$ cat src/rtl/bcd_formatter_seq_pkg.sv
// Shared display definitions: digit width, display size, digit type, blank
// code understood by the scan driver, converter FSM states and sizing helper.
package bcd_formatter_seq_pkg;

   localparam int BCD_W       = 4;
   localparam int DISP_DIGITS = 8;

   typedef logic [BCD_W-1:0] bcd_digit_t;

   // Digit code the scan driver renders as an unlit position.
   localparam bcd_digit_t BLANK_CODE = 4'hF;

   typedef enum logic [0:0] {
      ST_IDLE  = 1'b0,
      ST_SHIFT = 1'b1
   } conv_state_e;

   // Decimal digits needed to hold any bw-bit unsigned value:
   // ceil(bw * log10(2)), with log10(2) approximated as 0.30103.
   function automatic int wk_digits(input int bw);
      return (bw * 30103 + 99999) / 100000;
   endfunction

endpackage

$ cat src/rtl/bcd_add3.sv
// Double-dabble correction cell: a BCD digit of 5 or more gets 3 added so
// the following left shift carries correctly into the next decimal digit.
module bcd_add3
   import bcd_formatter_seq_pkg::*;
(
   input  bcd_digit_t digit_i,
   output bcd_digit_t digit_o
);

   // Conditional +3 on digits 5..9 (larger codes never occur in practice).
   always_comb begin
      digit_o = digit_i;
      if (digit_i >= 4'd5) begin
         digit_o = digit_i + 4'd3;
      end
   end

endmodule

$ cat src/rtl/bcd_formatter_seq.sv
// Sequential binary-to-BCD converter (double dabble, one bit per clock)
// feeding the 7-segment scan driver with packed digits, a leading-zero
// blank mask and an overflow flag, behind a start/busy/done handshake.
module bcd_formatter_seq
   import bcd_formatter_seq_pkg::*;
#(
   parameter int BIN_W  = 32,
   parameter int DIGITS = DISP_DIGITS
)
(
   input  logic                      clk,
   input  logic                      rst,
   input  logic                      start,
   input  logic [BIN_W-1:0]          bin_in,
   output logic                      busy,
   output logic                      done,
   output logic [BCD_W*DIGITS-1:0]   bcd_out,
   output logic [DIGITS-1:0]         blank_mask,
   output logic                      ovf
);

   // Working register is wide enough that no input value ever truncates.
   localparam int WK_DIGITS = wk_digits(BIN_W);
   localparam int WK_W      = BCD_W * WK_DIGITS;
   localparam int OUT_W     = BCD_W * DIGITS;
   localparam int EXT_W     = (WK_W > OUT_W) ? WK_W : OUT_W;
   localparam int CNT_W     = $clog2(BIN_W + 1);
   localparam logic [CNT_W-1:0] LAST_CNT = CNT_W'(BIN_W - 1);

   conv_state_e         state_q, state_d;
   logic [BIN_W-1:0]    sr_q, sr_d;
   logic [WK_W-1:0]     wk_q, wk_d;
   logic [CNT_W-1:0]    cnt_q, cnt_d;
   logic [OUT_W-1:0]    bcd_q, bcd_d;
   logic [DIGITS-1:0]   blank_q, blank_d;
   logic                ovf_q, ovf_d;
   logic                done_q, done_d;

   logic [WK_W-1:0]     wk_adj;
   logic [WK_W-1:0]     wk_shift;
   logic [EXT_W-1:0]    wk_ext;
   logic [OUT_W-1:0]    fin_bcd;
   logic [DIGITS-1:0]   fin_blank;
   logic                fin_ovf;

   // One add-3 cell per working digit, all corrected in parallel.
   genvar gi;
   generate
      for (gi = 0; gi < WK_DIGITS; gi++) begin : g_add3
         bcd_add3 u_add3 (
            .digit_i (wk_q[BCD_W*gi +: BCD_W]),
            .digit_o (wk_adj[BCD_W*gi +: BCD_W])
         );
      end
   endgenerate

   // Shift the corrected digits left, pulling in the next binary MSB.
   assign wk_shift = {wk_adj[WK_W-2:0], sr_q[BIN_W-1]};
   assign wk_ext   = EXT_W'(wk_shift);

   // Final formatting of the value completing on this edge: saturate on
   // overflow, otherwise take the low digits and blank leading zeros.
   always_comb begin
      logic higher_zero;
      fin_ovf     = |(wk_ext >> OUT_W);
      fin_bcd     = wk_ext[OUT_W-1:0];
      fin_blank   = '0;
      higher_zero = 1'b1;
      if (fin_ovf) begin
         fin_bcd = {DIGITS{4'h9}};
      end else begin
         for (int i = DIGITS - 1; i >= 1; i--) begin
            if (fin_bcd[BCD_W*i +: BCD_W] != '0) begin
               higher_zero = 1'b0;
            end
            fin_blank[i] = higher_zero;
         end
      end
   end

   // Next-state logic: accept a start in IDLE, run BIN_W shift steps,
   // publish the formatted result on the last step.
   always_comb begin
      state_d = state_q;
      sr_d    = sr_q;
      wk_d    = wk_q;
      cnt_d   = cnt_q;
      bcd_d   = bcd_q;
      blank_d = blank_q;
      ovf_d   = ovf_q;
      done_d  = 1'b0;
      case (state_q)
         ST_IDLE: begin
            if (start) begin
               sr_d    = bin_in;
               wk_d    = '0;
               cnt_d   = '0;
               state_d = ST_SHIFT;
            end
         end
         ST_SHIFT: begin
            sr_d  = {sr_q[BIN_W-2:0], 1'b0};
            wk_d  = wk_shift;
            cnt_d = cnt_q + CNT_W'(1);
            if (cnt_q == LAST_CNT) begin
               state_d = ST_IDLE;
               bcd_d   = fin_bcd;
               blank_d = fin_blank;
               ovf_d   = fin_ovf;
               done_d  = 1'b1;
            end
         end
         default: begin
            state_d = ST_IDLE;
         end
      endcase
   end

   // State and result registers; reset discards any conversion in flight.
   always_ff @(posedge clk) begin
      if (rst) begin
         state_q <= ST_IDLE;
         sr_q    <= '0;
         wk_q    <= '0;
         cnt_q   <= '0;
         bcd_q   <= '0;
         blank_q <= '0;
         ovf_q   <= 1'b0;
         done_q  <= 1'b0;
      end else begin
         state_q <= state_d;
         sr_q    <= sr_d;
         wk_q    <= wk_d;
         cnt_q   <= cnt_d;
         bcd_q   <= bcd_d;
         blank_q <= blank_d;
         ovf_q   <= ovf_d;
         done_q  <= done_d;
      end
   end

   assign busy       = (state_q == ST_SHIFT);
   assign done       = done_q;
   assign bcd_out    = bcd_q;
   assign blank_mask = blank_q;
   assign ovf        = ovf_q;

endmodule

$ cat config.mk
export PLATFORM = sky130hd
export DESIGN_NAME = bcd_formatter_seq
export DESIGN_NICKNAME = d
export VERILOG_FILES = /design/src/rtl/bcd_formatter_seq_pkg.sv /design/src/rtl/bcd_add3.sv /design/src/rtl/bcd_formatter_seq.sv
export SDC_FILE = /design/constraint.sdc
export NUM_CORES = 1
export LEC_CHECK = 0
export CAP_MARGIN = 20
export CORE_MARGIN = 8
export CORE_UTILIZATION = 35
export DETAILED_ROUTE_END_ITERATION = 8
export SYNTH_ARGS = -nofsm -noshare
export SYNTH_HDL_FRONTEND = slang
export SYNTH_HIERARCHICAL = 1
export SYNTH_SLANG_ARGS = --single-unit
$ cat constraint.sdc
create_clock -name clk -period 2.8 [get_ports clk]
set_input_delay 0.42 -clock clk [delete_from_list [all_inputs] [get_ports clk]]
set_output_delay 0.42 -clock clk [all_outputs]
set_load 0.01 [all_outputs]
# Word level (Yosys, flattened, before mapping)
# Index checks and enable logic that the tools add are counted.
# W data, S select, Z words.
# word_totals
ff_bits	120
latch_bits	0
mem_bits_rw	0
romBits	0
in_bits	35
memories	0
# classes
n_addsub	11
multipliers	0
div_mod_pow	0
n_lt_le_gt_ge	10
eq_ne	2
shift	0
muxes	31
bitwise_logic	1
reduce_logical	10
# ops
op	count
$pmux W40 S2	1
$mux W32	2
$pmux W32 S2	1
$ge A4 B3 Y1 const B	10
$mux W40	1
$add A4 B2 Y4 const B	9
$mux W4	9
$reduce_bool A4 Y1	7
$mux W1	12
$pmux W6 S2	1
$reduce_or A8 Y1	1
$mux W7	1
$add A6 B1 Y6 const B	1
$eq A6 B5 Y1 const B	1
$mux W6	1
$add A3 B2 Y3 const B	1
$mux W3	1
$ne A2 B2 Y1 const B	1
$pmux W1 S2	1
$reduce_and A2 Y1	1
$reduce_or A2 Y1	1
$not A1 Y1	1

# Longest topological paths before layout
# Gate-level depths: netlist of the first run.
# logic_depth
depth_word	13
ltp_mapped	10
mapped_depth_nobuf	9

# Modules after synthesis
# Netlist of the first run, hierarchy kept.
# modules_own_cells
mod	n_inst	cells_per_inst	area_each_um2	seq_area_each_um2
bcd_formatter_seq	1	542	4812.1	2402.3
bcd_add3	10	16	101.3	0.0

# Worst setup path after synthesis of the first run
# Ideal clock, no wire load.
# synth_path
path_kind	register to register
startpoint	register wk_q[37]
endpoint	register bcd_q[28] (netlist: bcd_out[28])
arrival_ns	1.933
required_time_ns	2.668
setup_slack_ns	0.735
stages_incl_launch_ff	11
n_path_buf	1
synth_period_minus_slack_ns	2.065
path_cell_list	dfxtp_1 > inv_1 > ha_1 > nand2b_1 > a21oi_2 > mux2i_1 > nor4_2 > nand4_2 > buf_2 > nor2_1 > nor3_1
# synth_via
elab_chain_len	4
elab_cells_between_ends	5
classes_between	add/sub (1); order compare (1); mux (2); reduce/logical (1)
# synth_rtl
item	line	rtl
start: declaration	bcd_formatter_seq.sv:32	logic [WK_W-1:0] wk_q, wk_d;
start signal: assignment	bcd_formatter_seq.sv:133	wk_q <= wk_d;
$ge A4 B3 Y1 / $add A3 B2 Y3 (equally long branches)	bcd_add3.sv:13, bcd_add3.sv:14	
$mux W3 *	bcd_add3.sv:13	if (digit_i >= 4'd5) begin
net wk_adj[37]	bcd_formatter_seq.sv:39	logic [WK_W-1:0] wk_adj;
$reduce_or A8 Y1 *	bcd_formatter_seq.sv:65	fin_ovf = |(wk_ext >> OUT_W);
$mux W32 *	bcd_formatter_seq.sv:69	if (fin_ovf) begin
end signal: assignment	bcd_formatter_seq.sv:126	bcd_q <= '0;
end signal: assignment	bcd_formatter_seq.sv:135	bcd_q <= bcd_d;
end: declaration	bcd_formatter_seq.sv:34	logic [OUT_W-1:0] bcd_q, bcd_d;
# Mark *: on every way through the listed nets, which the timed path passes. The rest lies on a longest branch.
# A chain may end at the register's enable or synchronous reset.

# Worst setup path after layout of the first run
# layout_path
startpoint	register wk_q[33]
endpoint	register bcd_q[13] (netlist: bcd_out[13])
# layout_via
elab_chain_len	4
elab_cells_between_ends	5
classes_between	add/sub (1); order compare (1); mux (2); reduce/logical (1)
# layout_rtl
item	line
$add A4 B2 Y4 / $ge A4 B3 Y1 (equally long branches)	bcd_add3.sv:14, bcd_add3.sv:13
$mux W4 *	bcd_add3.sv:13
net wk_adj[33]	bcd_formatter_seq.sv:39
$reduce_or A8 Y1 *	bcd_formatter_seq.sv:65
$mux W32 *	bcd_formatter_seq.sv:69
# Marked as above.

==> results.sh, run 1 <==
export IMPL_final_core_util_pct=44.7
export IMPL_grt_overflow=0
export IMPL_cts_tree="yes"
export IMPL_end_kind="flip-flop"
export IMPL_min_to="sr_q[0]"
export IMPL_rrSetupSlack_ns=0.39
export IMPL_rows=47
export IMPL_min_path_type="input pin to flip-flop"
export IMPL_r2r_end="bcd_out[13]"
export IMPL_cp_arrival_ns=2.76
export IMPL_fin_cells=989
export IMPL_wirelength_um=12800
export IMPL_regArea_um2=2410
export IMPL_portBuffers=76
export IMPL_rsz0062_at_grt="false"
export IMPL_seqPwrFrac_pct=40.7
export IMPL_finalWeightedCongestion=0.769
export IMPL_fin_setup_tns_ns=0
export IMPL_avgSynthCellArea_um2=8.32
export IMPL_core_um2=16400
export IMPL_cts_resized=0
export IMPL_setup_viol=0
export IMPL_postRouteAntennaNets=0
export IMPL_finalMaxSlewViolations=0
export IMPL_path_clk_slew_ns=0.05
export IMPL_worst_path_max_fanout=14
export IMPL_grt_busiest_layer="met2"
export IMPL_postCtsSetupBuffers=0
export IMPL_startpoint_type="flip-flop"
export IMPL_power_density_nw_per_um2=591
export IMPL_netSwitchingFraction_pct=21.5
export IMPL_diodes=0
export IMPL_final_nets=812
export IMPL_fin_skew_ns=0.00751
export IMPL_slowest_stage="nor3_4"
export IMPL_grtUsageTotal_pct=13.1
export IMPL_status="complete, no violations"
export IMPL_dieArea_um2=21000
export IMPL_worst_r2r_cell_count=9
export IMPL_syn_nets=754
export IMPL_root_buffer="clkbuf_16"
export IMPL_hold_depth=3
export IMPL_holdWs_ns=0.429
export IMPL_required_ns=3.15
export IMPL_drc=0
export IMPL_antenna_found_initial=0
export IMPL_drt_first_pass_iters=5
export IMPL_slew_headroom_pct=56.9
export IMPL_syn2layout_area_growth_pct=26.3
export IMPL_use_met1_pct=16.8
export IMPL_slowest_delay_ns=0.50
export IMPL_fmax_mhz=415
export IMPL_placedCellCount=957
export IMPL_layout_drive_gt1_share_pct=8.58
export IMPL_crit_chain="inv_1 > ha_1 > nand2b_1 > a21oi_2 > mux2i_1 > nor4_2 > nand2_1 > nor3_4 > a22o_1"
export IMPL_ios=78
export IMPL_multi_input_area_um2=3110
export IMPL_drt_iter0_markers=195
export IMPL_fp_dieW_um=145
export IMPL_postSynthCellCount=698
export IMPL_ys_warn_count=6
export IMPL_start_util_pct=35.4
export IMPL_criticalPathCategory="flip-flop to flip-flop"
export IMPL_numCtsBuffers=17
export IMPL_wl_per_cell_um=12.9
export IMPL_clock_path_buffers=2
export IMPL_pwr_share_clk_pct=53.9
export IMPL_fillerInstances=1557
export IMPL_maxCapViolations=0
export IMPL_met2_usage_pct=20.1
export IMPL_p_sw_mw=0.934
export IMPL_place_hpwl_um=8810
export IMPL_hold_viol=0
export IMPL_grt_pass1_vias=4478
export IMPL_syn_area_um2=5810
export IMPL_power_leakage_nw=2.96
export IMPL_grt_max_degree=63
export IMPL_cts_sinks=120
export IMPL_worst_pin_slew_ns=0.647
export IMPL_finalCritPeriodShare_pct=86.0
export IMPL_vias=4716
export IMPL_avgViaCountPerCell=4.77
export IMPL_min_from="start"
export IMPL_comb_power_share_pct=5.4
export IMPL_h_tree_depth=4
export IMPL_clk_insertion_delay_late_ns=0.41
export IMPL_holdBufCountCts=0
export IMPL_reg2reg_from="wk_q[33]"
export IMPL_grt_pass1_wl_um=21900
export IMPL_ir_worst_vdd_mv=0.427
export IMPL_grt_use_met3_pct=4.27
export IMPL_intPower_mw=3.40
export IMPL_die_h_um=145
export IMPL_fin_crit_ns=2.41
==> sequential cells by signal, summed over array words and instances, names as in the netlist <==
signal	cells
blank_mask	7
ovf	1
bcd_out	32
done	1
sr_q	32
wk_q	40
busy	1
cnt_q	6
==> power groups by stage <==
stage	Sequential, mW	Clock (mW)	Combinational, mW
after floorplan	1.79	0	0.168
after global placement	1.80	0	0.236
after detailed placement	1.80	0	0.238
after CTS	1.77	2.39	0.238
after global routing	1.77	2.47	0.264
final	1.77	2.34	0.235
==> area by class of cell <==
| class | count | area share [%] |
|---|---|---|
| sequential | 120 | 32.8 |
| inverter | 21 | 1.08 |
| timing repair buffer | 83 | 11.2 |
| clock buffer | 21 | 6.42 |
| clock inverter | 11 | 2.30 |
| tap | 220 | 3.75 |
| multi-input combinational | 513 | 42.4 |
==> how the worst max path moves through the flow <==
stage,start,slack (ns),to
after floorplan,wk_q[33],0.74,bcd_out[28]
after global routing,wk_q[33],0.12,bcd_out[9]
final,wk_q[33],0.39,bcd_out[13]
after CTS,wk_q[37],0.38,bcd_out[30]
after detailed placement,wk_q[37],0.39,bcd_out[5]
after global placement,wk_q[33],0.45,bcd_out[21]
==> placed cells by master, fill, tap and decap left out, types with 21 or more instances in the layout <==
cell type / count
nor3_1: 24
nor3b_1: 41
inv_1: 21
clkdlybuf4s50_1: 74
nor2_1: 155
mux2i_1: 43
dfxtp_1: 119
a21oi_1: 75
nand2_1: 41
ha_1: 21
==> critical path, delay by kind of cell, from the launching register on <==
kind / cells / cell delay (ns)
adder cells (fa/ha/maj): 1 / 0.17
flip-flops: 1 / 0.33
AO/OA/AOI/OAI: 2 / 0.41
buffers and inverters: 1 / 0.07
multiplexers: 1 / 0.13
AND/OR/NAND/NOR: 4 / 1.24
==> per-stage QoR <==
stage | total power, mW | cell area (um2) | setup slack, ns
2_1_floorplan | 1.96 | 5810 | 0.739
6_report | 4.34 | 7330 | 0.392
3_3_place_gp | 2.04 | 6690 | 0.455
3_5_place_dp | 2.04 | 6690 | 0.392
5_1_grt | 4.50 | 7330 | 0.116
4_1_cts | 4.40 | 7330 | 0.383
==> metal layers <==
layer,up-vias,routed length (um)
met5,-,0
met4,0,114
met3,13,893
met2,109,5550
met1,2104,6240
li1,2490,-
Power figures use the tool's default switching activity.
==> run 2, diff against run 1 <==
Settings changed: CORE_MARGIN 8 to unset.
==> results.sh, run 2 (same netlist as run 1, synthesis figures left out) <==
export IMPL_status="complete, no violations"
export IMPL_ios=78
export IMPL_finalCritPeriodShare_pct=88.7
export IMPL_numCtsBuffers=17
export IMPL_power_leakage_nw=2.95
export IMPL_syn2layout_area_growth_pct=25.8
export IMPL_portBuffers=76
export IMPL_core_um2=16100
export IMPL_vias=4893
export IMPL_rsz0062_at_grt="false"
export IMPL_postCtsSetupBuffers=0
export IMPL_criticalPathCategory="flip-flop to flip-flop"
export IMPL_holdBufCountCts=0
export IMPL_clk_insertion_delay_late_ns=0.42
export IMPL_top_register="wk_q"
export IMPL_avgViaCountPerCell=4.97
export IMPL_finalMaxSlewViolations=0
export IMPL_power_density_nw_per_um2=583
export IMPL_startpoint_type="flip-flop"
export IMPL_start_util_pct=36.2
export IMPL_fin_crit_ns=2.48
export IMPL_clock_path_buffers=2
export IMPL_slew_headroom_pct=37.3
export IMPL_fillerInstances=1531
export IMPL_finalWeightedCongestion=0.771
export IMPL_crit_buf_inv=2
export IMPL_wl_per_cell_um=13.3
export IMPL_drt_iter0_markers=346
export IMPL_min_path_type="flip-flop to flip-flop"
export IMPL_fin_cells=984
export IMPL_slowest_delay_ns=0.43
export IMPL_cts_tree="yes"
export IMPL_hold_viol=0
export IMPL_diodes=0
export IMPL_fmax_mhz=403
export IMPL_grt_pass1_wl_um=21900
export IMPL_crit_chain="inv_1 > ha_1 > nand2b_1 > a21oi_2 > mux2i_1 > nor4_2 > nand4_2 > buf_12 > nor3_1 > a22o_1"
export IMPL_dieArea_um2=17100
export IMPL_fin_skew_ns=0.0134
export IMPL_setup_viol=0
export IMPL_grtUsageTotal_pct=16.4
export IMPL_maxCapViolations=0
export IMPL_ir_worst_vdd_mv=0.410
export IMPL_place_hpwl_um=8570
export IMPL_layout_drive_gt1_share_pct=8.46
export IMPL_final_cell_mix="nor2_1 (155), dfxtp_1 (119), a21oi_1 (75), clkdlybuf4s50_1 (74), mux2i_1 (43)"
export IMPL_wirelength_um=13100
export IMPL_worst_path_max_fanout=13
export IMPL_end_kind="flip-flop"
export IMPL_final_nets=811
export IMPL_mostFrequentLayoutCell="nor2_1"
export IMPL_holdWs_ns=0.454
export IMPL_cts_sinks=120
export IMPL_drt_first_pass_iters=5
export IMPL_fin_setup_tns_ns=0
export IMPL_drc=0
export IMPL_antenna_found_initial=0
export IMPL_grt_overflow=0
export IMPL_postRouteAntennaNets=0
export IMPL_grt_max_degree=78
export IMPL_rows=46
export IMPL_required_ns=3.16
export IMPL_grt_pass1_vias=4707
export IMPL_root_buffer="clkbuf_16"
export IMPL_path_delay_family="simple AND/OR/NAND/NOR gates"
export IMPL_h_tree_depth=4
export IMPL_fp_dieW_um=131
export IMPL_slowest_stage="nor4_2"
export IMPL_die_h_um=131
export IMPL_placedCellCount=952
export IMPL_largest_reg_flops=40
export IMPL_dpl_worst_slack_ns=0.343
export IMPL_cp_arrival_ns=2.84
export IMPL_cts_resized=0
export IMPL_path_clk_slew_ns=0.06
export IMPL_worst_pin_slew_ns=0.939
export IMPL_final_setup_worst_slack_ns=0.317
run 2: changes by cell type in the layout (fill, tap and decap cells not counted):
cell,delta
clkinvlp_4,+2
bufinv_16,-1
buf_12,+1
buf_4,-3
buf_2,+1
clkinv_4,-1
run 2: cell type report:
type | count | area, um2 | share of cell area, %
clock inverter | 11 | 145 | 1.99
tap | 216 | 270 | 3.70
clock buffer | 21 | 470 | 6.44
timing repair buffer | 82 | 823 | 11.3
sequential | 120 | 2410 | 32.9
inverter | 21 | 78.8 | 1.08
multi-input combinational | 513 | 3110 | 42.6
run 2: power breakdown:
part	internal, mW	leakage (nW)	switching [mW]
Combinational	0.101	1.68	0.132
Clock	1.47	0.292	0.791
Sequential	1.74	0.972	0.0278
Total	3.31	2.95	0.951
run 2: worst paths after layout:
check | start | slack (ns) | cells after the start | end
worst max-delay path | wk_q[33] | 0.32 | 10 | blank_mask[2]
worst min-delay path | blank_mask[5] | 0.45 | 1 | blank_mask[5]
worst max register to register | wk_q[33] | 0.32 | 10 | blank_mask[2]
worst min register to register | blank_mask[5] | 0.45 | 1 | blank_mask[5]
run 2: routing by layer:
metal | track usage (%) | routed length, um | vias up
li1 | - | - | 2488
met1 | 19.4 | 6220 | 2273
met2 | 27.8 | 5960 | 121
met3 | 6.47 | 762 | 11
met4 | 4.06 | 120 | 0
met5 | 0 | 0 | -
run 2: stage by stage:
stage                     util (%)  total power [mW]  area [um2]
after floorplan                  -              1.96        5810
after global placement        41.7              2.03        6690
after detailed placement      41.7              2.04        6690
after CTS                     45.5              4.30        7310
after global routing          45.5              4.41        7310
final                         45.5              4.26        7310
==> run 3, diff against run 2 <==
--- a/config.mk
+++ b/config.mk
@@ -8,4 +8,5 @@
 export CAP_MARGIN = 20
 export CORE_UTILIZATION = 35
+export CTS_CLUSTER_DIAMETER = 120
 export DETAILED_ROUTE_END_ITERATION = 8
 export SYNTH_ARGS = -nofsm -noshare
==> constraint.sdc (replaced) <==
create_clock -name clk -period 2.8 [get_ports clk]
set_input_delay 0.28 -clock clk [delete_from_list [all_inputs] [get_ports clk]]
set_output_delay 0.28 -clock clk [all_outputs]
set_load 0.01 [all_outputs]
==> results.sh, run 3 (same netlist as run 1, synthesis figures left out) <==
export IMPL_final_cell_mix="nor2_1 (155), dfxtp_1 (119), a21oi_1 (75), clkdlybuf4s50_1 (74), mux2i_1 (43)"
export IMPL_vias=4924
export IMPL_hold_viol=0
export IMPL_fin_setup_tns_ns=0
export IMPL_startpoint_type="flip-flop"
export IMPL_intPower_mw=3.40
export IMPL_wirelength_um=13100
export IMPL_status="complete, no violations"
export IMPL_cp_arrival_ns=2.15
export IMPL_maxCapViolations=0
export IMPL_fillerInstances=1525
export IMPL_numCtsBuffers=17
export IMPL_place_hpwl_um=8380
export IMPL_clock_path_buffers=2
export IMPL_fmax_mhz=411
export IMPL_avgViaCountPerCell=5.01
export IMPL_postRouteAntennaNets=0
export IMPL_die_h_um=131
export IMPL_p_total_mw=4.32
export IMPL_drc=0
export IMPL_drt_iter0_markers=236
export IMPL_layout_drive_gt1_share_pct=7.95
export IMPL_grt_pass1_wl_um=22100
export IMPL_comb_power_share_pct=5.4
export IMPL_fin_skew_ns=0.0257
export IMPL_pwr_share_clk_pct=53.7
export IMPL_fin_crit_ns=2.43
export IMPL_slew_headroom_pct=37.7
export IMPL_ios=78
export IMPL_core_um2=16100
export IMPL_fp_dieW_um=131
export IMPL_diodes=0
export IMPL_seqPwrFrac_pct=40.9
export IMPL_end_kind="output pin"
export IMPL_root_buffer="clkbuf_16"
export IMPL_worst_pin_slew_ns=0.934
export IMPL_final_core_util_pct=45.5
export IMPL_p_sw_mw=0.923
export IMPL_power_density_nw_per_um2=591
export IMPL_hold_depth=2
export IMPL_path_clk_slew_ns=0.06
export IMPL_ir_worst_vdd_mv=0.418
export IMPL_final_nets=811
export IMPL_grt_pass1_vias=4802
export IMPL_finalWeightedCongestion=0.819
export IMPL_holdWs_ns=0.297
export IMPL_drt_first_pass_iters=5
export IMPL_wl_per_cell_um=13.4
export IMPL_mostFrequentLayoutCell="nor2_1"
export IMPL_grtUsageTotal_pct=16.5
export IMPL_slowest_stage="clkdlybuf4s50_1"
export IMPL_worst_r2r_cell_count=10
export IMPL_criticalPathCategory="flip-flop to output pin"
export IMPL_cts_tree="yes"
export IMPL_holdBufCountCts=0
export IMPL_crit_chain="buf_4 > clkdlybuf4s50_1"
export IMPL_worst_path_max_fanout=54
export IMPL_largest_reg_flops=40
export IMPL_rsz0062_at_grt="false"
export IMPL_top_register="wk_q"
export IMPL_antenna_found_initial=0
export IMPL_required_ns=2.52
export IMPL_grt_overflow=0
export IMPL_finalCritPeriodShare_pct=86.9
export IMPL_portBuffers=76
export IMPL_postCtsSetupBuffers=0
export IMPL_rows=46
export IMPL_start_util_pct=36.2
export IMPL_finalMaxSlewViolations=0
export IMPL_h_tree_depth=4
export IMPL_grt_max_degree=78
export IMPL_power_leakage_nw=2.96
export IMPL_slowest_delay_ns=0.63
export IMPL_netSwitchingFraction_pct=21.4
export IMPL_cts_resized=0
export IMPL_cts_sinks=120
export IMPL_dieArea_um2=17100
export IMPL_min_path_type="input pin to flip-flop"
export IMPL_clk_insertion_delay_late_ns=0.43
export IMPL_setup_viol=0
export IMPL_syn2layout_area_growth_pct=25.9
## run 3: cell types whose count changed in the layout (fill, tap and decap cells not counted), sizes merged
cell      previous run  this run
clkbuf              21        23
clkinvlp             4         1
inv                 22        21
bufinv               3         4
## run 3: area by class of cell
cell class	instances	area, um2	area share, %
clock inverter	8	143	1.95
clock buffer	23	479	6.55
inverter	21	78.8	1.08
sequential	120	2410	32.9
timing repair buffer	82	823	11.3
tap	216	270	3.70
multi-input combinational	513	3110	42.6
## run 3: power by group through the flow
| stage | Clock, mW | Combinational (mW) | Sequential (mW) |
|---|---|---|---|
| 6_report | 2.32 | 0.233 | 1.77 |
| 5_1_grt | 2.45 | 0.260 | 1.77 |
| 4_1_cts | 2.37 | 0.235 | 1.77 |
| 3_5_place_dp | 0 | 0.234 | 1.80 |
| 3_3_place_gp | 0 | 0.228 | 1.80 |
| 2_1_floorplan | 0 | 0.168 | 1.79 |
## run 3: worst paths after layout
kind	end	slack (ns)	start
max	busy	0.37	busy
min	wk_q[9]	0.30	rst
max reg2reg	blank_mask[6]	0.38	wk_q[33]
min reg2reg	blank_mask[5]	0.46	blank_mask[5]
## run 3: layer usage
metal / GRT usage, % / wire [um] / vias to the layer above
li1: - / - / 2493
met1: 19.4 / 5860 / 2294
met2: 27.4 / 6250 / 117
met3: 5.37 / 816 / 20
met4: 7.37 / 197 / 0
met5: 0 / 0 / -
## run 3: critical path, delay by kind of cell (launching register included)
family | cells | cell delay [ns]
buffers and inverters | 2 | 1.14
DFF | 1 | 0.58
## run 3: metrics by stage
stage	area (um2)	worst slack, ns	instances
3_3_place_gp	6690	0.521	952
5_1_grt	7310	0.118	983
2_1_floorplan	5810	0.739	698
4_1_cts	7310	0.335	983
3_5_place_dp	6690	0.395	952
6_report	7310	0.366	983
